==> src/rtl/jk_excitation_driver_pkg.sv <==
// Shared types and the per-bit JK excitation rule for jk_excitation_driver.
// Optional build macro JK_TOGGLE_EN selects toggle drive (J=K=1) for changing bits.
package jk_pkg;

  typedef enum logic [2:0] {
    IDLE  = 3'd0,
    DRIVE = 3'd1,
    WAIT  = 3'd2,
    DONE  = 3'd3,
    ERR   = 3'd4
  } state_e;

  // {J,K} pairs; don't-care entries of the excitation table resolve to 0.
  localparam logic [1:0] JK_HOLD   = 2'b00;
  localparam logic [1:0] JK_SET    = 2'b10;
  localparam logic [1:0] JK_RESET  = 2'b01;
  localparam logic [1:0] JK_TOGGLE = 2'b11;

  function automatic logic [1:0] jk_excite(input logic cur, input logic tgt);
`ifdef JK_TOGGLE_EN
    return (cur != tgt) ? JK_TOGGLE : JK_HOLD;
`else
    case ({cur, tgt})
      2'b01:   return JK_SET;
      2'b10:   return JK_RESET;
      default: return JK_HOLD;
    endcase
`endif
  endfunction

endpackage

==> src/rtl/jk_excitation_driver_if.sv <==
// Target handshake, bank feedback and bank drive for jk_excitation_driver.
// Handshake: a target transfers on a rising edge where Tgt_valid && Tgt_ready.
interface jk_excitation_driver_if
  import jk_pkg::*;
#(
  parameter int WIDTH = 4
);
  logic             Tgt_valid;
  logic             Tgt_ready;
  logic [WIDTH-1:0] Tgt_data;
  logic [WIDTH-1:0] Q_fb;
  logic [WIDTH-1:0] J;
  logic [WIDTH-1:0] K;
  logic             Busy;
  logic             Done;
  logic             Err;
  state_e           dbg_state;

  modport master (
    output Tgt_valid, Tgt_data, Q_fb,
    input  Tgt_ready, J, K, Busy, Done, Err, dbg_state
  );

  modport slave (
    input  Tgt_valid, Tgt_data, Q_fb,
    output Tgt_ready, J, K, Busy, Done, Err, dbg_state
  );
endinterface

==> src/rtl/jk_excite_lut.sv <==
// Combinational WIDTH-wide excitation lookup: (cur, tgt) -> (J, K) per bit.
// Follows JK_TOGGLE_EN through jk_pkg::jk_excite.
module jk_excite_lut
  import jk_pkg::*;
#(
  parameter int WIDTH = 4
) (
  input  logic [WIDTH-1:0] cur,
  input  logic [WIDTH-1:0] tgt,
  output logic [WIDTH-1:0] j,
  output logic [WIDTH-1:0] k
);

  always_comb begin
    j = '0;
    k = '0;
    for (int i = 0; i < WIDTH; i++) begin
      {j[i], k[i]} = jk_excite(cur[i], tgt[i]);
    end
  end

endmodule

==> src/rtl/jk_excitation_driver.sv <==
// Drives a JK flip-flop bank to a requested state and watches Q feedback for Done/Err.
// Build option JK_TOGGLE_EN (in jk_pkg) switches changing bits to toggle drive.
module jk_excitation_driver
  import jk_pkg::*;
#(
  parameter int WIDTH   = 4,
  parameter int TIMEOUT = 4
) (
  input  logic                  Clk,
  input  logic                  Rst_n,
  jk_excitation_driver_if.slave bus
);

  localparam int CW = $clog2(TIMEOUT + 1);

  state_e           state, state_nxt;
  logic [WIDTH-1:0] tgt;
  logic [CW-1:0]    cnt;
  logic [WIDTH-1:0] lut_j, lut_k;
  logic [WIDTH-1:0] j_q, k_q;
  logic             busy_q, done_q, err_q;
  logic             accept;

  assign accept = (state == IDLE) && bus.Tgt_valid;

  // The snapshot of Q_fb taken at accept is exactly what the LUT sees on that
  // edge, so the drive is registered then and is valid throughout DRIVE.
  jk_excite_lut #(.WIDTH(WIDTH)) u_lut (
    .cur (bus.Q_fb),
    .tgt (bus.Tgt_data),
    .j   (lut_j),
    .k   (lut_k)
  );

  always_comb begin
    state_nxt = state;
    case (state)
      IDLE:    if (accept) state_nxt = DRIVE;
      DRIVE:   state_nxt = WAIT;
      WAIT: begin
        if (bus.Q_fb == tgt)                   state_nxt = DONE;
        else if (cnt == CW'(TIMEOUT - 1))      state_nxt = ERR;
      end
      DONE:    state_nxt = IDLE;
      ERR:     state_nxt = IDLE;
      default: state_nxt = IDLE;
    endcase
  end

  always_ff @(posedge Clk) begin
    if (!Rst_n) begin
      state  <= IDLE;
      tgt    <= '0;
      cnt    <= '0;
      j_q    <= '0;
      k_q    <= '0;
      busy_q <= 1'b0;
      done_q <= 1'b0;
      err_q  <= 1'b0;
    end else begin
      state <= state_nxt;
      if (accept) tgt <= bus.Tgt_data;
      if (state == DRIVE)
        cnt <= '0;
      else if (state == WAIT && state_nxt == WAIT)
        cnt <= cnt + CW'(1);
      // Outputs are registered against the next state so they line up with it.
      j_q    <= (state_nxt == DRIVE) ? lut_j : '0;
      k_q    <= (state_nxt == DRIVE) ? lut_k : '0;
      busy_q <= (state_nxt != IDLE);
      done_q <= (state_nxt == DONE);
      err_q  <= (state_nxt == ERR);
    end
  end

  assign bus.Tgt_ready = (state == IDLE);
  assign bus.J         = j_q;
  assign bus.K         = k_q;
  assign bus.Busy      = busy_q;
  assign bus.Done      = done_q;
  assign bus.Err       = err_q;
  assign bus.dbg_state = state;

endmodule

==> src/flat_wrapper.sv <==
// flat-port wrapper written by rule: the top's interface ports become plain ports
module jk_excitation_driver_flat import jk_pkg::*;
#(
  parameter int WIDTH   = 4,
  parameter int TIMEOUT = 4
)
  (Clk, Rst_n, bus_Tgt_valid, bus_Tgt_data, bus_Q_fb, bus_Tgt_ready, bus_J, bus_K, bus_Busy, bus_Done, bus_Err, bus_dbg_state);
  jk_excitation_driver_if #(.WIDTH(WIDTH)) bus_i ();
  input  logic Clk;
  input  logic Rst_n;
  input wire logic [$bits(bus_i.Tgt_valid)-1:0] bus_Tgt_valid;
  input wire logic [$bits(bus_i.Tgt_data)-1:0] bus_Tgt_data;
  input wire logic [$bits(bus_i.Q_fb)-1:0] bus_Q_fb;
  output wire logic [$bits(bus_i.Tgt_ready)-1:0] bus_Tgt_ready;
  output wire logic [$bits(bus_i.J)-1:0] bus_J;
  output wire logic [$bits(bus_i.K)-1:0] bus_K;
  output wire logic [$bits(bus_i.Busy)-1:0] bus_Busy;
  output wire logic [$bits(bus_i.Done)-1:0] bus_Done;
  output wire logic [$bits(bus_i.Err)-1:0] bus_Err;
  output wire logic [$bits(bus_i.dbg_state)-1:0] bus_dbg_state;
  assign bus_i.Tgt_valid = bus_Tgt_valid;
  assign bus_i.Tgt_data = bus_Tgt_data;
  assign bus_i.Q_fb = bus_Q_fb;
  assign bus_Tgt_ready = bus_i.Tgt_ready;
  assign bus_J = bus_i.J;
  assign bus_K = bus_i.K;
  assign bus_Busy = bus_i.Busy;
  assign bus_Done = bus_i.Done;
  assign bus_Err = bus_i.Err;
  assign bus_dbg_state = bus_i.dbg_state;
  jk_excitation_driver #(.WIDTH(WIDTH), .TIMEOUT(TIMEOUT)) u_core (.Clk(Clk), .Rst_n(Rst_n), .bus(bus_i));
endmodule
==> config.mk <==
export PLATFORM = sky130hd
export DESIGN_NAME = jk_excitation_driver_flat
export DESIGN_NICKNAME = d
export VERILOG_FILES = /design/src/rtl/jk_excitation_driver_pkg.sv /design/src/rtl/jk_excitation_driver_if.sv /design/src/rtl/jk_excite_lut.sv /design/src/rtl/jk_excitation_driver.sv /design/src/flat_wrapper.sv
export SDC_FILE = /design/constraint.sdc
export NUM_CORES = 1
export LEC_CHECK = 0
export CORE_MARGIN = 4
export CORE_UTILIZATION = 40
export CTS_BUF_LIST = sky130_fd_sc_hd__clkbuf_8
export CTS_CLUSTER_SIZE = 8
export DETAILED_ROUTE_END_ITERATION = 6
export GPL_ROUTABILITY_DRIVEN = 0
export MAX_ROUTING_LAYER = met4
export PLACE_DENSITY_LB_ADDON = 0.05
export SLEW_MARGIN = 10
export SYNTH_ARGS = -nofsm -noshare
export SYNTH_HDL_FRONTEND = slang
export SYNTH_SLANG_ARGS = --single-unit
==> constraint.sdc <==
create_clock -name Clk -period 4.6 [get_ports Clk]
set_clock_uncertainty 0.05 [all_clocks]
set_input_delay 0.92 -clock Clk [delete_from_list [all_inputs] [get_ports Clk]]
set_output_delay 0.92 -clock Clk [all_outputs]
set_load 0.05 [all_outputs]
# Word level (Yosys, flattened, before mapping)
# Index checks and enable logic that the tools add are counted.
# W data, S select, Z words.
[classes] add_sub_neg=1 bitwise=1 muxes=8 n_eq_ne=16 n_reduce_logical=6
[ops] operator="$pmux W2 S2" count=4
[ops] operator="$eq A3 B2 Y1 const B" count=4
[ops] operator="$mux W3" count=3
[ops] operator="$pmux W3 S3" count=1
[ops] operator="$eq A2 B1 Y1 const B" count=4
[ops] operator="$eq A2 B2 Y1 const B" count=4
[ops] operator="$eq A3 B1 Y1 const B" count=2
[ops] operator="$eq A4 B4 Y1" count=1
[ops] operator="$add A3 B1 Y3 const B" count=1
[ops] operator="$eq A3 B3 Y1 const B" count=1
[ops] operator="$logic_not A3 Y1" count=1
[ops] operator="$reduce_bool A3 Y1" count=1
[ops] operator="$logic_and A1 B1 Y1" count=2
[ops] operator="$reduce_and A2 Y1" count=1
[ops] operator="$reduce_or A2 Y1" count=1
[ops] operator="$not A1 Y1" count=1
[totals] output_inout_bits=15 ff_bits=21

# Longest topological paths before layout
[depth] depth_word=6 mapped_depth=5

# Cells and area by module
# A second synthesis with hierarchy kept.
[hier_totals] hier_cells=81 area_unflattened_um2=905.9
[by_module_without_submodules] module="jk_excitation_driver" area_each_um2=835.8 cells_per_inst=73 n_inst=1 seq_area_each_um2=420.4
[by_module_without_submodules] module="jk_excite_lut" area_each_um2=70.1 cells_per_inst=8 n_inst=1 seq_area_each_um2=0.0

# Worst setup path after synthesis
# OpenSTA, ideal clock, no wires.
[synth_timing] path_type="reg2out" start="register u_core.state[2] (netlist: u_core.bus.dbg_state[2])" end="output port bus_Tgt_ready" path_buffers=1 t_required_ns=3.630 t_arrival_ns=1.806 slack_ns=1.824 stages_incl_launch_ff=3 cell_sequence="dfxtp_1 -> clkbuf_2 -> nor3_1"
[synth_between] elab_chain_cells=1
[synth_lines] element="start: declaration" line_no="jk_excitation_driver.sv:16" text="state_e state, state_nxt;"
[synth_lines] element="start signal: assignment" line_no="jk_excitation_driver.sv:61" text="state <= state_nxt;"
[synth_lines] element="$logic_not A3 Y1" line_no="jk_excitation_driver.sv:76" text="assign bus.Tgt_ready = (state == IDLE);"
[synth_lines] element="end: declaration" line_no="flat_wrapper.sv:14" text="output wire logic [$bits(bus_i.Tgt_ready)-1:0] bus_Tgt_ready;"
# No other way between the ends.

# Worst setup path after layout
[layout_timing] start="register u_core.state[0] (netlist: u_core.bus.dbg_state[0])" end="output port bus_Tgt_ready"
# Same word-level chain as after synthesis.

==> results summary <==
The distinct cell type count of the synthesized netlist came out at 27. The flow ran to the end, and the final reports show no timing, DRC or antenna violations. The global-route total usage across every layer is 13.3%. The count of nets after finishing is 116. The number of failing hold endpoints at the final stage came to 0. The fraction of layout instances using a drive strength above 1 is 7.84%. The slack of the worst reg-to-reg path is 2.72 ns. In this run the worst setup path begins at u_core.bus.dbg_state[0].

The gate count of the mapped netlist is 78. The summed instance area of the synthesized netlist came out at 881 um2. The most common cell after layout, fill and taps aside is sky130_fd_sc_hd__clkdlybuf4s50_1. In this run the vertical extent of the chip is 54.9 um. The type of origin of the critical path is a register. The most used flip-flop cell after synthesis is sky130_fd_sc_hd__dfxtp_1. The antenna diode count came out at 0. The max-slew violation count came out at 0. The total of fill cells in the finished design is 176. The TritonCTS sink count came out at 21. Max-cap violations in this run came to 0. The remaining max-slew budget at the tightest pin came out at 65.7%. The via count of the routed design came out at 632. In the layout the commonest cells are 25 x sky130_fd_sc_hd__clkdlybuf4s50_1, 21 x sky130_fd_sc_hd__dfxtp_1, 10 x sky130_fd_sc_hd__nor3b_1, 7 x sky130_fd_sc_hd__mux2i_1.

The number of nets still failing antenna checks after routing is 0. The count of buffers added by post-CTS timing repair for setup is 0. The transition time of the tightest slew-check pin is 0.513 ns. The number of CTS-inserted buffers came out at 3.

The share of total power in combinational logic is 20.7%. For the worst-skew pair, the clock arrives at the later sink with an insertion delay of 0.25 ns. The hold buffer count at CTS came out at 0. The largest net degree at the start of global routing is 14. For this configuration, the core starts out at a cell density of 43.6%. The worst endpoint data arrival time came out at 1.76 ns. The iteration count of the initial detailed-routing pass came out at 4. IR analysis of the VDD net gives a maximum drop of 0.000158 V. Measured along the x axis, the die boundary spans 54.9 um. Across all hold checks on the routed design, the worst slack comes to 0.428 ns.

The initial antenna violation count is 0. STA puts the critical path data required time at 3.63 ns. The cell-internal power is 0.000285 W. The number of endpoints failing setup at the final stage is 0. The routed wirelength normalized by instance count came out at 12.3 um. The average cell area after synthesis is 11.3 um2. The cell area after layout came out at 1180 um2. The peak fanout along the critical path is 10. The number of gates resized after CTS was 0. The via count of the first global-routing pass came out at 636. Traced cell by cell, the critical path runs through nor3_1, clkdlybuf4s50_1. The path type of the worst min-delay path is register to register. The post-layout minimum cycle time is 2.73 ns. The fraction of power spent switching nets came out at 27.3%. The synthesis-to-finish area growth came out at 34.1%. The first-pass GRT wire length is 2790 um.

The floorplan step defined a die boundary enclosing 3020 um2. The reg-to-reg critical path startpoint is u_core.cnt[0]. The count of flip-flops with a built-in enable after synthesis is 0. The clock slew at the register clock pins of the worst setup and hold paths came out at 0.07 ns.

The number of core rows is 16. The area of the core came out at 2020 um2. The maximum frequency from static timing analysis is 367 MHz. The critical setup path kind is register to primary output. CTS built an H-tree with a depth of 1. The instance area at placement came out at 1140 um2. The routed wire length is 1590 um. The worst setup path is captured at a primary output.

The sequential share of power is 50.4%. The clock network fraction of total power came out at 28.9%. The largest stage delay on the critical path came out at 0.84 ns.

The library cell used as clock root buffer is sky130_fd_sc_hd__clkbuf_8. The Yosys warning count is 0. Setup repair after global routing left no endpoint under its margin. The number of buffers added on ports came out at 25.

The proportion of register bits with asynchronous set or reset after synthesis is 0%. The share of the yosys chip area belonging to registers is 47.7%. Detailed placement finished with a half-perimeter wire length of 1210 um.

In this run the most critical hold path is launched from u_core.cnt[2]. The maximum root-to-sink buffer count came out at 2. Counting both buffers and inverters, the worst setup path holds a total of 1. The switching power of the nets is 0.000107 W. The net count after synthesis is 91. The synthesized design contains 21 register bits.

The top cell family by delay on the critical path is buffers and inverters. TritonCTS built the clock tree. The total power divided by cell area came out at 332 nW/um2. The global route total overflow is 0. The post-route setup TNS is 0 ns. In this run the count of I/O pins placed on the die edge is 26.

The violation count after the first detailed-route iteration is 5. The DRC violation count after routing came out at 0. Dividing the final minimum period by the clock period gives 59.2%. The slowest stage of the critical path belongs to the cell sky130_fd_sc_hd__clkdlybuf4s50_1. The number of vias per cell is 4.90. The leakage power is 0.402 nW.
[state kept, by name, indices dropped and copies added (netlist names)]
register              cells
u_core.tgt                4
u_core.bus.Done           1
u_core.bus.J              4
u_core.bus.dbg_state      3
u_core.bus.K              4
u_core.cnt                3
u_core.bus.Err            1
u_core.bus.Busy           1
[Yosys cell counts, drive strengths merged, types with 2 or more instances]
library cell  number  area share (%)
dfxtp             21              48
nand3              5             2.8
nand3b             2             1.7
xnor2              5             5.0
nor2               2            0.85
mux2i              7             8.0
clkbuf             3             1.4
ha                 2             2.8
nor3b             10             8.5
buf                2             1.8
nor3               2             1.1
nor2b              4             2.8
[per-stage QoR]
stage / instances / power (W) / worst slack, ns / utilization, %
after CTS: 129 / 0.000399 / 1.86 / 58.4
after global placement: 125 / 0.000282 / 2.11 / 56.2
after floorplan: 78 / 0.000258 / 1.82 / -
after global routing: 129 / 0.000413 / 1.83 / 58.4
final: 129 / 0.000392 / 1.87 / 58.4
after detailed placement: 125 / 0.000283 / 2.13 / 56.2
[worst min-delay path: cells and delay by family, from the launching register on]
kind,cells,cell delay (ns)
flip-flops,1,0.31
multiplexers,1,0.06
AND/OR/NAND/NOR,1,0.06
[logic make-up (layout without fill, tap and decap cells)]
family | count (synthesis) | after routing | share of synthesized area [%]
adder cells (fa/ha/maj) | 2 | 2 | 2.84
AO/OA/AOI/OAI | 4 | 4 | 5.97
buffers and inverters | 6 | 30 | 3.69
multiplexers | 7 | 7 | 7.95
flip-flops | 21 | 21 | 47.7
XOR/XNOR | 5 | 5 | 4.97
AND/OR/NAND/NOR | 33 | 33 | 26.8
[path summary, 6_finish.rpt]
check,cells past startpoint,to
hold reg to reg,2,u_core.cnt[2]
setup reg to reg,5,u_core.cnt[0]
hold / removal,2,u_core.cnt[2]
setup / recovery,2,bus_Tgt_ready
[final cells by class]
type	count	area, um2	share of cell area (%)
clock inverters	1	3.75	0.318
inverters	1	3.75	0.318
flip-flops and latches	21	420	35.6
multi-input cells	51	428	36.2
clock buffers	3	41.3	3.50
well taps	27	33.8	2.86
repair buffers	25	250	21.2
[power by group through the flow]
stage / clock (W) / sequential, W / combinational, W
after floorplan: 0 / 0.000213 / 0.0000448
after global placement: 0 / 0.000201 / 0.0000810
after detailed placement: 0 / 0.000202 / 0.0000813
after CTS: 0.000119 / 0.000198 / 0.0000817
after global routing: 0.000127 / 0.000199 / 0.0000867
final: 0.000113 / 0.000198 / 0.0000810
[per-layer routing]
metal	up-vias	GRT usage, %	routed length, um
met5	-	-	0
met4	0	9.31	30
met3	4	2.68	102
met2	18	18.9	691
met1	285	16.9	769
li1	325	-	-
No activity file was read; power rests on OpenSTA's default activity.
